`config.mk`:
```
export PLATFORM = sky130hd
export DESIGN_NAME = mips_decode_stage
export DESIGN_NICKNAME = d
export VERILOG_FILES = /design/src/rtl/mips_decode_stage.sv
export SDC_FILE = /design/constraint.sdc
export NUM_CORES = 2
export LEC_CHECK = 0
export CAP_MARGIN = 5
export CORE_MARGIN = 2
export CORE_UTILIZATION = 30
export DETAILED_ROUTE_END_ITERATION = 12
export SLEW_MARGIN = 20
export SYNTH_ARGS = -nofsm -noshare
export SYNTH_HDL_FRONTEND = slang
export SYNTH_SLANG_ARGS = --single-unit
```
`constraint.sdc`:
```
create_clock -name clk -period 3.28 [get_ports clk]
set_input_delay 0.984 -clock clk [delete_from_list [all_inputs] [get_ports clk]]
set_output_delay 0.984 -clock clk [all_outputs]
set_load 0.02 [all_outputs]
```
`src/rtl/mips_decode_stage.sv`:
```
// Decode stage of the 5-stage MIPS pipeline: 32x32 register file, R/I/J decode,
// load-use hazard detection and the ID/EX pipeline register feeding execute.
module mips_decode_stage #(
    parameter int PC_W   = 32,
    parameter int DATA_W = 32
) (
    input  logic              clk,
    input  logic              rst,
    input  logic              f_valid,
    input  logic [PC_W-1:0]   f_pc,
    input  logic [31:0]       f_ir,
    output logic              d_stall,
    input  logic              x_flush,
    input  logic              wb_we,
    input  logic [4:0]        wb_addr,
    input  logic [DATA_W-1:0] wb_data,
    output logic              x_valid,
    output logic [PC_W-1:0]   x_pc,
    output logic [DATA_W-1:0] x_rs_val,
    output logic [DATA_W-1:0] x_rt_val,
    output logic [DATA_W-1:0] x_imm,
    output logic [4:0]        x_rd,
    output logic [2:0]        x_alu_func,
    output logic              x_alu_src,
    output logic              x_reg_we,
    output logic              x_mem_rd,
    output logic              x_mem_wr,
    output logic              x_branch,
    output logic              x_bne,
    output logic              x_jump,
    output logic [PC_W-1:0]   x_jtarget,
    output logic              x_illegal
);

    typedef enum logic [2:0] {
        ALU_ADD   = 3'b000,
        ALU_SUB   = 3'b001,
        ALU_AND   = 3'b010,
        ALU_OR    = 3'b011,
        ALU_SLT   = 3'b100,
        ALU_PASSB = 3'b101
    } alu_func_t;

    localparam logic [5:0] OP_RTYPE = 6'h00;
    localparam logic [5:0] OP_J     = 6'h02;
    localparam logic [5:0] OP_BEQ   = 6'h04;
    localparam logic [5:0] OP_BNE   = 6'h05;
    localparam logic [5:0] OP_ADDI  = 6'h08;
    localparam logic [5:0] OP_SLTI  = 6'h0A;
    localparam logic [5:0] OP_ANDI  = 6'h0C;
    localparam logic [5:0] OP_ORI   = 6'h0D;
    localparam logic [5:0] OP_LUI   = 6'h0F;
    localparam logic [5:0] OP_LW    = 6'h23;
    localparam logic [5:0] OP_SW    = 6'h2B;

    localparam logic [5:0] FN_ADD = 6'h20;
    localparam logic [5:0] FN_SUB = 6'h22;
    localparam logic [5:0] FN_AND = 6'h24;
    localparam logic [5:0] FN_OR  = 6'h25;
    localparam logic [5:0] FN_SLT = 6'h2A;

    typedef struct packed {
        logic              valid;
        logic [PC_W-1:0]   pc;
        logic [DATA_W-1:0] rs_val;
        logic [DATA_W-1:0] rt_val;
        logic [DATA_W-1:0] imm;
        logic [4:0]        rd;
        alu_func_t         func;
        logic              alu_src;
        logic              reg_we;
        logic              mem_rd;
        logic              mem_wr;
        logic              branch;
        logic              bne;
        logic              jump;
        logic [PC_W-1:0]   jtarget;
        logic              illegal;
    } idex_t;

    logic [5:0] opcode;
    logic [5:0] funct;
    logic [4:0] rs_addr;
    logic [4:0] rt_addr;
    logic [4:0] rd_addr;

    assign opcode  = f_ir[31:26];
    assign rs_addr = f_ir[25:21];
    assign rt_addr = f_ir[20:16];
    assign rd_addr = f_ir[15:11];
    assign funct   = f_ir[5:0];

    // ---------------- register file ----------------
    logic [DATA_W-1:0] regs [32];

    // NOTE: the register file is cleared by reset, which forces it into flops
    // rather than a RAM macro; that is the price of a defined post-reset state.
    always_ff @(posedge clk or negedge rst) begin
        if (!rst) begin
            for (int i = 0; i < 32; i++) regs[i] <= '0;
        end else if (wb_we && (wb_addr != 5'd0)) begin
            regs[wb_addr] <= wb_data;
        end
    end

    // Write-through lets an instruction see a value retiring in the same cycle.
    logic [DATA_W-1:0] rs_val;
    logic [DATA_W-1:0] rt_val;

    always_comb begin
        rs_val = regs[rs_addr];
        rt_val = regs[rt_addr];
        if (wb_we && (wb_addr == rs_addr)) rs_val = wb_data;
        if (wb_we && (wb_addr == rt_addr)) rt_val = wb_data;
        if (rs_addr == 5'd0) rs_val = '0;
        if (rt_addr == 5'd0) rt_val = '0;
    end

    // ---------------- instruction decode ----------------
    idex_t dec;
    logic  reads_rt;

    // NOTE: every field gets a default before the case so no path leaves a
    // value unassigned, which would otherwise infer a latch.
    always_comb begin
        dec              = '0;
        reads_rt         = 1'b0;
        dec.valid        = 1'b1;
        dec.pc           = f_pc;
        dec.rs_val       = rs_val;
        dec.rt_val       = rt_val;
        dec.imm          = {{(DATA_W-16){f_ir[15]}}, f_ir[15:0]};
        dec.rd           = rt_addr;
        dec.func         = ALU_ADD;
        dec.jtarget      = f_pc;
        dec.jtarget[27:0] = {f_ir[25:0], 2'b00};

        case (opcode)
            OP_RTYPE: begin
                reads_rt   = 1'b1;
                dec.rd     = rd_addr;
                dec.reg_we = 1'b1;
                case (funct)
                    FN_ADD:  dec.func = ALU_ADD;
                    FN_SUB:  dec.func = ALU_SUB;
                    FN_AND:  dec.func = ALU_AND;
                    FN_OR:   dec.func = ALU_OR;
                    FN_SLT:  dec.func = ALU_SLT;
                    default: begin
                        dec.reg_we  = 1'b0;
                        dec.illegal = 1'b1;
                    end
                endcase
            end
            OP_ADDI: begin
                dec.alu_src = 1'b1;
                dec.reg_we  = 1'b1;
            end
            OP_SLTI: begin
                dec.func    = ALU_SLT;
                dec.alu_src = 1'b1;
                dec.reg_we  = 1'b1;
            end
            OP_ANDI: begin
                dec.func    = ALU_AND;
                dec.imm     = {{(DATA_W-16){1'b0}}, f_ir[15:0]};
                dec.alu_src = 1'b1;
                dec.reg_we  = 1'b1;
            end
            OP_ORI: begin
                dec.func    = ALU_OR;
                dec.imm     = {{(DATA_W-16){1'b0}}, f_ir[15:0]};
                dec.alu_src = 1'b1;
                dec.reg_we  = 1'b1;
            end
            OP_LUI: begin
                dec.func    = ALU_PASSB;
                dec.imm     = {f_ir[15:0], {(DATA_W-16){1'b0}}};
                dec.alu_src = 1'b1;
                dec.reg_we  = 1'b1;
            end
            OP_LW: begin
                dec.alu_src = 1'b1;
                dec.reg_we  = 1'b1;
                dec.mem_rd  = 1'b1;
            end
            OP_SW: begin
                reads_rt    = 1'b1;
                dec.alu_src = 1'b1;
                dec.mem_wr  = 1'b1;
            end
            OP_BEQ, OP_BNE: begin
                reads_rt   = 1'b1;
                dec.func   = ALU_SUB;
                dec.branch = 1'b1;
                dec.bne    = (opcode == OP_BNE);
            end
            OP_J: begin
                dec.rd   = 5'd0;
                dec.jump = 1'b1;
            end
            default: dec.illegal = 1'b1;
        endcase
    end

    // ---------------- hazard / bubble control ----------------
    idex_t q;
    logic  load_use;
    logic  bubble;

    // A load in EX cannot forward in time for a consumer now in decode.
    assign load_use = q.valid && q.mem_rd && (q.rd != 5'd0) && f_valid &&
                      ((q.rd == rs_addr) || ((q.rd == rt_addr) && reads_rt));
    assign d_stall  = load_use && !x_flush;
    assign bubble   = x_flush || !f_valid || load_use;

    // NOTE: pipeline state uses non-blocking assignment so every register
    // samples pre-edge values regardless of process ordering.
    always_ff @(posedge clk or negedge rst) begin
        if (!rst) q <= '0;
        else      q <= bubble ? idex_t'('0) : dec;
    end

    assign x_valid    = q.valid;
    assign x_pc       = q.pc;
    assign x_rs_val   = q.rs_val;
    assign x_rt_val   = q.rt_val;
    assign x_imm      = q.imm;
    assign x_rd       = q.rd;
    assign x_alu_func = q.func;
    assign x_alu_src  = q.alu_src;
    assign x_reg_we   = q.reg_we;
    assign x_mem_rd   = q.mem_rd;
    assign x_mem_wr   = q.mem_wr;
    assign x_branch   = q.branch;
    assign x_bne      = q.bne;
    assign x_jump     = q.jump;
    assign x_jtarget  = q.jtarget;
    assign x_illegal  = q.illegal;

endmodule

```
* Word level (Yosys, flattened, before mapping)
Cells that the tools add are included. W data, S select, Z words.
Storage, ports and cells: bits in registers 1201, bits in latches 0, bits in writable memories 0, bits in read-only memories 0, bits of input ports 106, output and inout bits 178, logic and storage cells 129, memories 0
Operators by class: add/subtract/negate cells 0, $mul 0, div/mod/pow operators 0, $lt $le $gt $ge 4, eq/ne operators 19, shift-type cells 0, muxes and demuxes 28, bitwise operators 3, reductions and logical operators 27
Operators by type and width (number):
- $bwmux W1024 | 1
- $bmux W32 S5 | 2
- $mux W32 | 9
- $mux W177 | 1
- $demux W32 S5 | 1
- $pmux W32 S2 | 1
- $eq A6 B6 Y1 const B | 7
- $eq A6 B4 Y1 const B | 5
- $eq A5 B5 Y1 | 4
- $ge A6 B6 Y1 const B | 3
- $not A5 Y6 | 3
- $pmux W3 S6 | 1
- $eq A6 B3 Y1 const B | 2
- $pmux W3 S4 | 1
- $logic_and A1 B1 Y1 | 10
- $logic_not A5 Y1 | 2
- $pmux W5 S2 | 1
- $reduce_bool A5 Y1 | 2
- $reduce_or A10 Y1 | 1
- $mux W1 | 7
- $reduce_or A7 Y1 | 1
- $eq A6 B2 Y1 const B | 1
- $logic_not A6 Y1 | 1
- $lt A6 B1 Y1 const B | 1
- 8 further kinds | 13

* Longest topological paths before layout
depth in word-level cells 8, depth in mapped cells 9

* Worst setup path after synthesis
OpenSTA, ideal clock, no wires.
kind input to output, start input f_ir[19], end output d_stall, arrival 2.280 ns, required time 2.296 ns, slack 0.016 ns, stages on the path 6, buffers on the path 1, cells stage by stage clkbuf_1 > xnor2_1 > nand4_1 > or3_1 > o22a_1 > nor2_1
Between the ends: word-level cells in the longest chain between the ends 5
Ends and longest elaborated chain:
- start: declaration | RTL line 11 | input logic [31:0] f_ir,
- $eq A5 B5 Y1 | RTL line 213 | ((q.rd == rs_addr) || ((q.rd == rt_addr) && reads_rt));
- $logic_and A1 B1 Y1 | RTL line 213
- $logic_or A1 B1 Y1 | RTL line 213
- $logic_and A1 B1 Y1 | RTL line 212 | assign load_use = q.valid && q.mem_rd && (q.rd != 5'd0) && f_valid &&
- $logic_and A1 B1 Y1 | RTL line 214 | assign d_stall = load_use && !x_flush;
- end: declaration | RTL line 12 | output logic d_stall,
Every way passes these cells.

* Worst setup path in the final report
start input f_ir[27], end output d_stall
Between the ends: word-level cells in the longest chain between the ends 7, elaborated cells between the ends (all ways) 10
Ends and longest elaborated chain:
- $eq A6 B3 Y1, or another cell as far along | RTL line 138 | case (opcode)
- $reduce_or A4 Y1 (no line) (*)
- $mux W1 (*) | RTL line 138
- $logic_and A1 B1 Y1 (*) | RTL line 213
- $logic_or A1 B1 Y1 (*) | RTL line 213
- $logic_and A1 B1 Y1 (*) | RTL line 212
- $logic_and A1 B1 Y1 (*) | RTL line 214
Every way passes the cells marked *; elsewhere a longest branch is shown, timed or not.

==> out/qor.yml <==
power:
  p_switching_mw: 11.3
  p_total_mw: 42.1
  p_leak_nw: 31.6
  share_seq_of_total_power_pct: 45.1
  power_density_mw_per_mm2: 566
  p_comb_share_pct: 19.8
  ir_drop_v: 0.000411
  p_int_mw: 30.8
  p_sw_share_pct: 26.9
  clockPowerShare_pct: 35.1
logic_synthesis:
  synth_top_area_cell: "dfrtp_1"
  synthFlopType: "dfrtp_1"
  yosys-top-cells-area: "dfrtp_1, mux2_2, mux4_2"
  postSynthAreaPerCell_um2: 14.2
  ys_ff_latch: 1195
  synth_cell_types: 54
  synthTopCellsByCount: "dfrtp_1, mux2_2, mux4_2"
  synth_top_cell_area_share_pct: 49.2
  ys.warnings.count: 0
  yosysMostFrequentCell: "dfrtp_1"
  syn_area_mm2: 0.0608
  synth-edff-count: 0
  synth_seq_area_share_pct: 49.2
  synthArstFlopShare_pct: 100
  synthCells: 4277
final_layout:
  fillers: 19000
  final_util_pct: 36.9
  drive_gt1_share_pct: 46.6
  layout.nets: 4733
  stdcell_count: 7395
  synthToLayoutAreaGrowth_pct: 22.4
clocking:
  clkLatencyLatePin_ns: 0.79
  path_clk_slew_ns: 0.06
  cts-hold-fix-buffers: 0
  ctsHtreeMaxLevel: 4
  cts.sinks: 1195
  cts_tree: "built"
  cts_root_buffer: "clkbuf_16"
  cts_buffer_depth: 3
  cts_buffers: 131
grt:
  grt_max_degree: 112
  grt_pass1_wl_mm: 291
  antenna_found_initial: 7
  grt_remaining_overflow: 0
  grtUsageTotal_pct: 19.1
  grt_pass1_vias: 42200
critical_path:
  cp_max_fo: 4
  criticalPathCategory: "in2out"
  rr_worst_depth: 9
  rrSetupSlack_ns: 0.29
  required_ns: 2.30
  worstReg2RegEnd: "x_rt_val[27]"
  rr_startpoint: "x_rd[3]"
  crit_arrival_ns: 2.58
  crit_path_start: "f_ir[27]"
  cp-end-kind: "output pin"
  startpoint_type: "input port"
floorplanning:
  dieHeight_um: 454
  die_area_mm2: 0.206
  die_w_um: 454
  initial_utilization_pct: 30.1
  fp-row-count: 165
  core_area_mm2: 0.202
  num_io_pins: 284
timing:
  clock.fmax_mhz: 281
  fin_ws_ns: -0.283
  period_share_pct: 109
  period_minus_slack_ns: 3.56
  worst_pin_slew_ns: 0.859
  relSlewSlack_pct: 42.2
  clock-skew-final_ns: 0.0322
  rsz0062_at_grt: "true"
  hold_viol: 0
  final-setup-viol-count: 1
  drv_slew: 0
  timing.setup.tns_ns: -0.283
placed_design:
  dpl.cell_count: 7163
  io_buffers: 281
  dp_hpwl_mm: 130
  routabilityCongestion: 0.842
drt:
  drcViolationCount: 0
  post_drt_wl_per_cell_um: 26.8
  routed-via-count: 40100
  ant_nets: 0
  viasPerCell: 5.42
  first_pass_iters: 7
  wirelength_mm: 198
  drt_iter0_drc: 3030
hold_path:
  hold_class: "in2async"
run:
  drv_cap: 0
outcome:
  violations: "setup timing"
  status: "finished, violations left"
-- worst max-delay path, stage by stage --
cell	delay [ns]
clkdlybuf4s50_1	0.60
and3b_1	0.21
and3_1	0.23
o21bai_4	0.08
o22a_1	0.19
nor2_1	0.12
buf_4	0.16
-- what timing repair did --
action | in CTS | in global routing
buffers inserted | 2 | 1
cloned | 0 | 0
gates resized for setup | 29 | 3
pin swaps | 8 | 4
endpoints found under the setup margin | 1 | 1
-- state kept, by name (all words and copies together) (netlist names) --
register    count
regs         1024
x_imm          32
x_rs_val       32
x_rt_val       32
x_pc           31
x_jtarget      27
x_rd            5
x_alu_func      3
x_alu_src       1
x_bne           1
x_branch        1
x_illegal       1
x_jump          1
x_mem_rd        1
x_mem_wr        1
x_reg_we        1
x_valid         1
-- power groups by stage --
stage | registers [mW] | logic, mW | clock network [mW]
detailed placement | 19.2 | 8.36 | 0
finish | 19.0 | 8.33 | 14.8
floorplan | 18.7 | 5.76 | 0
CTS | 18.9 | 8.39 | 15.1
global placement | 19.0 | 8.19 | 0
global route | 19.3 | 8.91 | 15.7
-- layout make-up --
cell class	instances	area [um^2]	area share [%]
clock buffer	193	3800	5.11
timing repair buffer	702	7780	10.5
tap	2672	3340	4.50
inverter	6	22.5	0.0303
clock inverter	33	412	0.554
multi-input combinational	2591	29100	39.1
sequential	1195	29900	40.2
antenna	3	7.51	0.0101
-- cell families (layout without fill, tap and decap cells) --
logic type      count (synthesis)  in the layout  synth area share [%]
simple gates                  607            607                  5.54
xor+xnor                       21             21                 0.303
flops                        1195           1195                  49.2
other cells                     1              5               0.00617
buf+inv                       492            934                  3.47
compound gates                329            329                  3.81
mux                          1632           1632                  37.7
-- layer usage --
| layer | vias up | track usage (%) | routed length (um) |
|---|---|---|---|
| met5 | - | 0 | 0 |
| met4 | 0 | 7.80 | 8030 |
| met3 | 359 | 2.97 | 9440 |
| met2 | 1176 | 32.5 | 98600 |
| met1 | 21600 | 24.2 | 82400 |
| li1 | 16900 | - | - |
-- placed cells by master (no fill, tap or decap), types with 58 or more instances in the layout --
cell type	instances
a211oi_1	95
a22o_1	63
and2_1	58
buf_12	143
buf_4	278
clkbuf_16	133
clkdlybuf4s50_1	269
dfrtp_1	1191
mux2_2	1090
mux2i_1	126
mux4_2	416
nor2_1	110
nor2b_1	98
nor4_1	159
o22ai_1	93
-- through the flow --
stage	hold slack, ns	setup slack [ns]	area [um^2]
floorplan	0.441	0.0161	60800
global placement	0.376	-1.19	70000
detailed placement	0.383	-1.16	70000
CTS	0.120	-0.356	74300
global route	0.143	-0.370	74400
finish	0.149	-0.283	74400
-- worst max path at each step --
| stage | end | slack [ns] | cells past startpoint |
|---|---|---|---|
| after floorplan | d_stall | 0.02 | 6 |
| after global placement | d_stall | -1.19 | 7 |
| after detailed placement | d_stall | -1.16 | 7 |
| after CTS | d_stall | -0.36 | 7 |
| after global routing | d_stall | -0.37 | 7 |
| final | d_stall | -0.28 | 7 |
No activity file was read; power rests on OpenSTA's default activity.
